`config.mk`:
```
export PLATFORM = sky130hd
export DESIGN_NAME = pipeline_ctrl_flat
export DESIGN_NICKNAME = d
export VERILOG_FILES = /design/src/rtl/pipeline_ctrl_if.sv /design/src/rtl/pipeline_ctrl.sv /design/src/flat_wrapper.sv
export SDC_FILE = /design/constraint.sdc
export NUM_CORES = 1
export LEC_CHECK = 0
export CAP_MARGIN = 15
export CORE_MARGIN = 8
export CORE_UTILIZATION = 35
export DETAILED_ROUTE_END_ITERATION = 7
export HOLD_SLACK_MARGIN = 0.03
export REMOVE_ABC_BUFFERS = 1
export SLEW_MARGIN = 20
export SYNTH_ARGS = -nofsm -noshare
export SYNTH_HDL_FRONTEND = slang
export SYNTH_SLANG_ARGS = --single-unit
```
`constraint.sdc`:
```
create_clock -name CLK -period 3.3 [get_ports CLK]
set_input_delay 0.66 -clock CLK [delete_from_list [all_inputs] [get_ports CLK]]
set_output_delay 0.66 -clock CLK [all_outputs]
set_load 0.005 [all_outputs]
```
`src/rtl/pipeline_ctrl_if.sv`:
```
// Hazard/status inputs and stage-latch controls shared between the datapath
// (master) and the pipeline control unit (slave).
interface pipeline_ctrl_if;
  logic        ihit;
  logic        dhit;
  logic        mem_dREN;
  logic        mem_dWEN;
  logic        ex_dREN;
  logic [4:0]  ex_wsel;
  logic [4:0]  id_rs;
  logic [4:0]  id_rt;
  logic        id_uses_rt;
  logic        ex_pc_redirect;
  logic        mem_halt;
  logic        pc_en;
  logic        ifid_en;
  logic        ifid_flush;
  logic        idex_en;
  logic        idex_flush;
  logic        exmem_en;
  logic        exmem_flush;
  logic        memwb_en;
  logic        memwb_flush;
  logic        halt_o;
  logic [15:0] stall_cnt;
  logic [15:0] flush_cnt;

  modport master (
    output ihit, dhit, mem_dREN, mem_dWEN, ex_dREN, ex_wsel, id_rs, id_rt,
           id_uses_rt, ex_pc_redirect, mem_halt,
    input  pc_en, ifid_en, ifid_flush, idex_en, idex_flush, exmem_en,
           exmem_flush, memwb_en, memwb_flush, halt_o, stall_cnt, flush_cnt
  );

  modport slave (
    input  ihit, dhit, mem_dREN, mem_dWEN, ex_dREN, ex_wsel, id_rs, id_rt,
           id_uses_rt, ex_pc_redirect, mem_halt,
    output pc_en, ifid_en, ifid_flush, idex_en, idex_flush, exmem_en,
           exmem_flush, memwb_en, memwb_flush, halt_o, stall_cnt, flush_cnt
  );
endinterface

```
`src/rtl/pipeline_ctrl.sv`:
```
// Pipeline control unit: resolves cache waits, load-use, redirects and halt
// into en/flush controls for every stage latch plus the PC enable.
module pipeline_ctrl (
  input  logic           CLK,
  input  logic           nRST,
  pipeline_ctrl_if.slave bus
);
  typedef enum logic [1:0] {
    RUN    = 2'd0,
    DWAIT  = 2'd1,
    HALTED = 2'd2
  } state_t;

  state_t      state_r, next_state_s;
  logic        memwait_s, loaduse_s, redirect_s;
  logic        pc_en_s, ifid_en_s, ifid_flush_s, idex_en_s, idex_flush_s;
  logic        exmem_en_s, exmem_flush_s, memwb_en_s, memwb_flush_s;
  logic [15:0] stall_cnt_r, flush_cnt_r;

  assign memwait_s = (bus.mem_dREN | bus.mem_dWEN) & ~bus.dhit;
  assign loaduse_s = bus.ex_dREN & (bus.ex_wsel != 5'd0) &
                     ((bus.ex_wsel == bus.id_rs) |
                      (bus.id_uses_rt & (bus.ex_wsel == bus.id_rt)));

  // State register
  always_ff @(posedge CLK or negedge nRST) begin
    if (!nRST) begin
      state_r <= RUN;
    end else begin
      state_r <= next_state_s;
    end
  end

  // Next-state and latch-control decode, highest-priority hazard first
  always_comb begin
    next_state_s  = RUN;
    redirect_s    = 1'b0;
    pc_en_s       = 1'b0;
    ifid_en_s     = 1'b0;
    ifid_flush_s  = 1'b0;
    idex_en_s     = 1'b0;
    idex_flush_s  = 1'b0;
    exmem_en_s    = 1'b0;
    exmem_flush_s = 1'b0;
    memwb_en_s    = 1'b0;
    memwb_flush_s = 1'b0;
    case (state_r)
      RUN, DWAIT: begin
        if (bus.mem_halt) begin
          // Let the halt itself retire into WB, freeze everything upstream
          memwb_en_s   = 1'b1;
          next_state_s = HALTED;
        end else if (memwait_s) begin
          memwb_flush_s = 1'b1;
          next_state_s  = DWAIT;
        end else if (bus.ex_pc_redirect) begin
          redirect_s   = 1'b1;
          pc_en_s      = 1'b1;
          ifid_flush_s = 1'b1;
          idex_flush_s = 1'b1;
          exmem_en_s   = 1'b1;
          memwb_en_s   = 1'b1;
        end else if (loaduse_s) begin
          idex_flush_s = 1'b1;
          exmem_en_s   = 1'b1;
          memwb_en_s   = 1'b1;
        end else if (!bus.ihit) begin
          ifid_flush_s = 1'b1;
          idex_en_s    = 1'b1;
          exmem_en_s   = 1'b1;
          memwb_en_s   = 1'b1;
        end else begin
          pc_en_s    = 1'b1;
          ifid_en_s  = 1'b1;
          idex_en_s  = 1'b1;
          exmem_en_s = 1'b1;
          memwb_en_s = 1'b1;
        end
      end
      HALTED: begin
        next_state_s = HALTED;
      end
      default: begin
        next_state_s = RUN;
      end
    endcase
  end

  // Saturating stall and redirect-flush counters, frozen once halted
  always_ff @(posedge CLK or negedge nRST) begin
    if (!nRST) begin
      stall_cnt_r <= 16'd0;
      flush_cnt_r <= 16'd0;
    end else begin
      if ((state_r != HALTED) && !pc_en_s && (stall_cnt_r != 16'hFFFF)) begin
        stall_cnt_r <= stall_cnt_r + 16'd1;
      end
      if (redirect_s && (flush_cnt_r != 16'hFFFF)) begin
        flush_cnt_r <= flush_cnt_r + 16'd1;
      end
    end
  end

  // Controls are Mealy but must read as zero while reset is held
  assign bus.pc_en       = nRST & pc_en_s;
  assign bus.ifid_en     = nRST & ifid_en_s;
  assign bus.ifid_flush  = nRST & ifid_flush_s;
  assign bus.idex_en     = nRST & idex_en_s;
  assign bus.idex_flush  = nRST & idex_flush_s;
  assign bus.exmem_en    = nRST & exmem_en_s;
  assign bus.exmem_flush = nRST & exmem_flush_s;
  assign bus.memwb_en    = nRST & memwb_en_s;
  assign bus.memwb_flush = nRST & memwb_flush_s;
  assign bus.halt_o      = nRST & (state_r == HALTED);
  assign bus.stall_cnt   = stall_cnt_r;
  assign bus.flush_cnt   = flush_cnt_r;
endmodule

```
`src/flat_wrapper.sv`:
```
// flat-port wrapper written by rule: the top's interface ports become plain ports
module pipeline_ctrl_flat 
  (CLK, nRST, bus_ihit, bus_dhit, bus_mem_dREN, bus_mem_dWEN, bus_ex_dREN, bus_ex_wsel, bus_id_rs, bus_id_rt, bus_id_uses_rt, bus_ex_pc_redirect, bus_mem_halt, bus_pc_en, bus_ifid_en, bus_ifid_flush, bus_idex_en, bus_idex_flush, bus_exmem_en, bus_exmem_flush, bus_memwb_en, bus_memwb_flush, bus_halt_o, bus_stall_cnt, bus_flush_cnt);
  pipeline_ctrl_if bus_i ();
  input  logic CLK;
  input  logic nRST;
  input wire logic [$bits(bus_i.ihit)-1:0] bus_ihit;
  input wire logic [$bits(bus_i.dhit)-1:0] bus_dhit;
  input wire logic [$bits(bus_i.mem_dREN)-1:0] bus_mem_dREN;
  input wire logic [$bits(bus_i.mem_dWEN)-1:0] bus_mem_dWEN;
  input wire logic [$bits(bus_i.ex_dREN)-1:0] bus_ex_dREN;
  input wire logic [$bits(bus_i.ex_wsel)-1:0] bus_ex_wsel;
  input wire logic [$bits(bus_i.id_rs)-1:0] bus_id_rs;
  input wire logic [$bits(bus_i.id_rt)-1:0] bus_id_rt;
  input wire logic [$bits(bus_i.id_uses_rt)-1:0] bus_id_uses_rt;
  input wire logic [$bits(bus_i.ex_pc_redirect)-1:0] bus_ex_pc_redirect;
  input wire logic [$bits(bus_i.mem_halt)-1:0] bus_mem_halt;
  output wire logic [$bits(bus_i.pc_en)-1:0] bus_pc_en;
  output wire logic [$bits(bus_i.ifid_en)-1:0] bus_ifid_en;
  output wire logic [$bits(bus_i.ifid_flush)-1:0] bus_ifid_flush;
  output wire logic [$bits(bus_i.idex_en)-1:0] bus_idex_en;
  output wire logic [$bits(bus_i.idex_flush)-1:0] bus_idex_flush;
  output wire logic [$bits(bus_i.exmem_en)-1:0] bus_exmem_en;
  output wire logic [$bits(bus_i.exmem_flush)-1:0] bus_exmem_flush;
  output wire logic [$bits(bus_i.memwb_en)-1:0] bus_memwb_en;
  output wire logic [$bits(bus_i.memwb_flush)-1:0] bus_memwb_flush;
  output wire logic [$bits(bus_i.halt_o)-1:0] bus_halt_o;
  output wire logic [$bits(bus_i.stall_cnt)-1:0] bus_stall_cnt;
  output wire logic [$bits(bus_i.flush_cnt)-1:0] bus_flush_cnt;
  assign bus_i.ihit = bus_ihit;
  assign bus_i.dhit = bus_dhit;
  assign bus_i.mem_dREN = bus_mem_dREN;
  assign bus_i.mem_dWEN = bus_mem_dWEN;
  assign bus_i.ex_dREN = bus_ex_dREN;
  assign bus_i.ex_wsel = bus_ex_wsel;
  assign bus_i.id_rs = bus_id_rs;
  assign bus_i.id_rt = bus_id_rt;
  assign bus_i.id_uses_rt = bus_id_uses_rt;
  assign bus_i.ex_pc_redirect = bus_ex_pc_redirect;
  assign bus_i.mem_halt = bus_mem_halt;
  assign bus_pc_en = bus_i.pc_en;
  assign bus_ifid_en = bus_i.ifid_en;
  assign bus_ifid_flush = bus_i.ifid_flush;
  assign bus_idex_en = bus_i.idex_en;
  assign bus_idex_flush = bus_i.idex_flush;
  assign bus_exmem_en = bus_i.exmem_en;
  assign bus_exmem_flush = bus_i.exmem_flush;
  assign bus_memwb_en = bus_i.memwb_en;
  assign bus_memwb_flush = bus_i.memwb_flush;
  assign bus_halt_o = bus_i.halt_o;
  assign bus_stall_cnt = bus_i.stall_cnt;
  assign bus_flush_cnt = bus_i.flush_cnt;
  pipeline_ctrl u_core (.CLK(CLK), .nRST(nRST), .bus(bus_i));
endmodule
```
# After elaboration in Yosys (flattened, before gate mapping)
# Index checks and enable logic that the tools add are counted.
[op_classes]
add_sub_neg = 2
div = 0
order_cmp = 0
shift = 0
muxes = 41
multipliers = 0
n_reduce_logical = 7
eq_ne = 7
bitwise = 16
[ops]
columns = ["cell", "n"]
rows = [
  ["2-to-1 mux 1 bit", 39],
  ["adder 16 x 1 -> 16 bit (second input constant)", 2],
  ["!= test 16 bit (second input constant)", 2],
  ["AND 1 bit", 13],
  ["equality test 5 bit", 2],
  ["nonzero test 5 bit", 1],
  ["one-hot mux 2 bit (2 select lines)", 1],
  ["logical AND 1 bit", 3],
  ["equality test 2 x 1 -> 1 bit (second input constant)", 1],
  ["equality test 2 bit (second input constant)", 1],
  ["zero test 2 bit", 1],
  ["2-to-1 mux 2 bit", 1],
  ["!= test 2 bit (second input constant)", 1],
  ["bitwise OR 1 bit", 2],
  ["OR reduction 2 bit", 1],
  ["zero test 1 bit", 1],
  ["NOT 1 bit", 1],
]
[totals]
latchBits = 0
memories = 0
ff_bits = 34
mem_bits_ro = 0
output_inout_bits = 42
mem_bits_rw = 0

# Logic depth before layout (Yosys ltp)
[depth]
depth_word = 12
ltp_mapped = 7

# Least setup slack after synthesis
# Ideal clock, no wire load.
[synth_timing]
path_type = "input to output"
startpoint = "input port bus_ex_wsel[0]"
endpoint = "output port bus_pc_en"
setup_slack_ns = 0.775
arrival_ns = 1.865
required_time_ns = 2.640
stages = 5
path_cell_list = "or4_1 o21ai_2 o211ai_4 buf_6 a21boi_0"
[synth_via]
elab_chain_len = 10
elab_cells_between_ends = 13
[synth_lines]
columns = ["item", "line", "text"]
rows = [
  ["start, declared", "flat_wrapper.sv:12", "input wire logic [$bits(bus_i.ex_wsel)-1:0] bus_ex_wsel;"],
  ["equality test 5 bit", "pipeline_ctrl.sv:23", "(bus.id_uses_rt & (bus.ex_wsel == bus.id_rt)));"],
  ["AND 1 bit", "pipeline_ctrl.sv:23", ""],
  ["bitwise OR 1 bit", "pipeline_ctrl.sv:22", "((bus.ex_wsel == bus.id_rs) |"],
  ["AND 1 bit (*)", "pipeline_ctrl.sv:21", "assign loaduse_s = bus.ex_dREN & (bus.ex_wsel != 5'd0) &"],
  ["2-to-1 mux 1 bit (*)", "pipeline_ctrl.sv:63", "end else if (loaduse_s) begin"],
  ["2-to-1 mux 1 bit (*)", "pipeline_ctrl.sv:56", "end else if (bus.ex_pc_redirect) begin"],
  ["2-to-1 mux 1 bit (*)", "pipeline_ctrl.sv:53", "end else if (memwait_s) begin"],
  ["2-to-1 mux 1 bit (*)", "pipeline_ctrl.sv:49", "if (bus.mem_halt) begin"],
  ["2-to-1 mux 1 bit (*)", "pipeline_ctrl.sv:47", "case (state_r)"],
  ["AND 1 bit (*)", "pipeline_ctrl.sv:105", "assign bus.pc_en = nRST & pc_en_s;"],
  ["end, declared", "flat_wrapper.sv:18", "output wire logic [$bits(bus_i.pc_en)-1:0] bus_pc_en;"],
]
# Mark *: on every way between the ends. The rest lies on a longest branch, timed or not.

# Final worst setup path
[layout_timing]
startpoint = "input port bus_id_rt[2]"
endpoint = "output port bus_idex_flush"
[layout_via]
elab_chain_len = 10
[layout_lines]
columns = ["item", "line", "text"]
rows = [
  ["start, declared", "flat_wrapper.sv:14", "input wire logic [$bits(bus_i.id_rt)-1:0] bus_id_rt;"],
  ["equality test 5 bit", "pipeline_ctrl.sv:23", ""],
  ["AND 1 bit", "pipeline_ctrl.sv:23", ""],
  ["bitwise OR 1 bit", "pipeline_ctrl.sv:22", ""],
  ["AND 1 bit", "pipeline_ctrl.sv:21", ""],
  ["2-to-1 mux 1 bit", "pipeline_ctrl.sv:63", ""],
  ["2-to-1 mux 1 bit", "pipeline_ctrl.sv:56", ""],
  ["2-to-1 mux 1 bit", "pipeline_ctrl.sv:53", ""],
  ["2-to-1 mux 1 bit", "pipeline_ctrl.sv:49", ""],
  ["2-to-1 mux 1 bit", "pipeline_ctrl.sv:47", ""],
  ["AND 1 bit", "pipeline_ctrl.sv:109", "assign bus.idex_flush = nRST & idex_flush_s;"],
  ["end, declared", "flat_wrapper.sv:22", "output wire logic [$bits(bus_i.idex_flush)-1:0] bus_idex_flush;"],
]
# Every way passes these cells.

==> flow_summary.ini <==
[place]
pre_cts_ws_ns = -0.157
placed_area_um2 = 2650
place.gp.congestion = 0.744
numPortBuffers = 65
hpwlAfterDp_um = 3550

[worst_setup_path]
regToRegEndpoint = u_core.bus.flush_cnt[14]
reg2reg_from = u_core.state_r[1]
cp_max_fo = 3
cp-start-kind = input pin
arrival_ns = 2.58
worstRegToRegCells = 7
critPathRequiredTime_ns = 2.64
reg2reg_slack_ns = 1.23
worst-setup-path-type = in2out
end_kind = output port

[global_route]
grt_remaining_overflow = 0
grt_pass1_vias = 1656
grt_pass1_wl_um = 7700
grt_max_degree = 22
antenna_found_initial = 0
groute.usage.overall_pct = 12.4

[route]
drc = 0
vias_per_cell = 5.01
top_layer = met4
wl_um = 4630
met3_length_um = 471
first_pass_iters = 4
wl_met1_um = 1860
wl_met2_um = 2230
drtIter0Drc = 40
wl_per_cell_um = 14.3
num_vias = 1617
drtAntennaViolNets = 0

[sta]
drv_slew = 0
final.setup_skew_ns = 0.00291
setup_viol = 0
finalHoldViolCount = 0
fin_crit_ns = 3.24
setup_ws_ns = 0.0566
fmax_mhz = 308
fin_crit_sh_pct = 98.3
fin_worst_hold_slack_ns = 0.255

[finish]
layout_common_cells = clkdlybuf4s50_1, dfrtp_1, xnor2_1, xor2_1, nand4_1
final_common_cell = clkdlybuf4s50_1
drive_gt1_share_pct = 13.8
final_core_utilization_pct = 54.2
nNetsFinal = 280
stdcell_area_um2 = 2800
area_growth_pct = 48.0
n_antenna_cell = 0

[clocking]
cts-root-buf = clkbuf_8
cts_tree = built
clock-sinks = 34
clock_latency_ns = 0.28
cts_max_level = 2
hold_buffers = 0
cts.clk_slew.worst_paths_ns = 0.07
cts_max_path_buffers = 2
tritoncts.num_buffers = 5

[floorplanning]
coreArea_um2 = 5170
start_util_pct = 36.6
row_count = 26
die_y_um = 89.5
die_width_um = 89.5
ioPinCount = 67
die_area_um2 = 8020

[synthesis]
mappedNetlistArea_um2 = 1890
yosys_warnings = 0
syn_avg_cell_area_um2 = 10.8
netlist_instances = 175
yosysUniqueCellTypes = 40
yosys.area.top_type = dfrtp_1
synth-seq-cells = 34
ys_seq_area_share_pct = 44.9
yosys-top-cells-area = dfrtp_1, xnor2_1, xor2_1, nand4_1, and3_1
synth_top_area_share_pct = 44.9

[power]
pwr_density_cell_nw_per_um2 = 361
p_leak_nw = 1.25
worst_ir_drop_vdd_mv = 0.237

[status]
status = completed

[flow_run]
maxCapViolCount = 0

[hold_path]
holdCritPathClass = in2async
-- per-layer routing --
metal	GRT usage, %	vias to the layer above
met1	13.8	767
met2	20.5	56
met3	5.24	7
li1	-	787
met4	4.98	0
met5	0	-
-- critical path, cell delays in order --
cell and delay (ns):
clkdlybuf4s50_1 0.41, xor2_1 0.17, nor4_2 0.34, a32oi_2 0.18
nor2_2 0.12, nor2_1 0.08, nor2b_1 0.11, clkdlybuf4s50_1 0.51
-- power breakdown --
group	switching [W]	leakage [nW]	internal, W
Sequential	0.0000271	0.461	0.000439
Combinational	0.0000574	0.732	0.000102
Clock	0.000144	0.0573	0.000241
-- Yosys cell counts --
cell type	count
nand4b_1	1
or3_1	1
and2_1	2
nand2_1	8
nand2_4	1
a21oi_1	1
buf_4	3
a21boi_0	1
nor4_2	1
nor2b_1	1
mux2_2	2
o21a_1	1
nor3_1	4
and2b_1	1
inv_1	2
dfrtp_1	34
nor4_1	1
ha_1	2
nand4_2	1
o21ai_2	1
nand3_1	9
o211ai_4	1
xnor2_1	24
nand3_2	1
nor4b_2	1
and4_1	4
o31ai_1	2
conb_1	1
xor2_1	14
nand4_1	14
mux2_4	1
nor3b_1	1
and3b_1	2
nor2_1	11
buf_6	2
or4_4	1
o21a_4	1
or4_1	1
and3_1	13
a32oi_1	2
-- state kept, by name (all words and copies together) (netlist names) --
register / count
u_core.bus.flush_cnt: 16
u_core.bus.stall_cnt: 16
u_core.state_r: 2
-- logic make-up after synthesis --
| kind of cell | count (synthesis) | share of synthesized area [%] |
|---|---|---|
| compound gates | 10 | 5.16 |
| xor+xnor | 38 | 17.6 |
| fa+ha+maj | 2 | 1.32 |
| buf+inv | 7 | 2.78 |
| flops | 34 | 44.9 |
| mux | 3 | 1.98 |
| other cells | 1 | 0.198 |
| simple gates | 80 | 26.0 |
-- worst max path at each step --
stage	start	to	slack [ns]	cells past startpoint
finish	bus_id_rt[2]	bus_idex_flush	0.06	8
global route	bus_id_rt[2]	bus_idex_flush	-0.07	8
CTS	bus_ex_wsel[1]	bus_idex_flush	0.004	8
detailed placement	bus_ex_wsel[3]	bus_ifid_en	-0.16	9
global placement	bus_ex_wsel[3]	bus_ifid_en	-0.12	9
floorplan	bus_ex_wsel[0]	bus_pc_en	0.84	4
-- through the flow --
| step | power [W] | TNS (ns) | instances |
|---|---|---|---|
| finish | 0.00101 | 0 | 323 |
| global route | 0.00106 | -0.0719 | 323 |
| CTS | 0.00102 | 0 | 323 |
| detailed placement | 0.000630 | -0.473 | 314 |
| global placement | 0.000626 | -0.345 | 314 |
| floorplan | 0.000521 | 0 | 170 |
-- layout make-up --
type	count	area, µm²
tap	70	87.6
inverter	2	7.51
sequential	34	851
multi-input combinational	134	1020
timing repair buffer	76	727
clock buffer	6	82.6
fill	458	2370
clock inverter	1	30.0
-- repair_timing --
item                                    4_1_cts  5_1_grt
gates resized for setup                       7        5
pin swaps                                     5        4
buffers inserted                              2        0
endpoints found under the setup margin        5        2
Note: power is estimated with default switching activity, not from simulation.
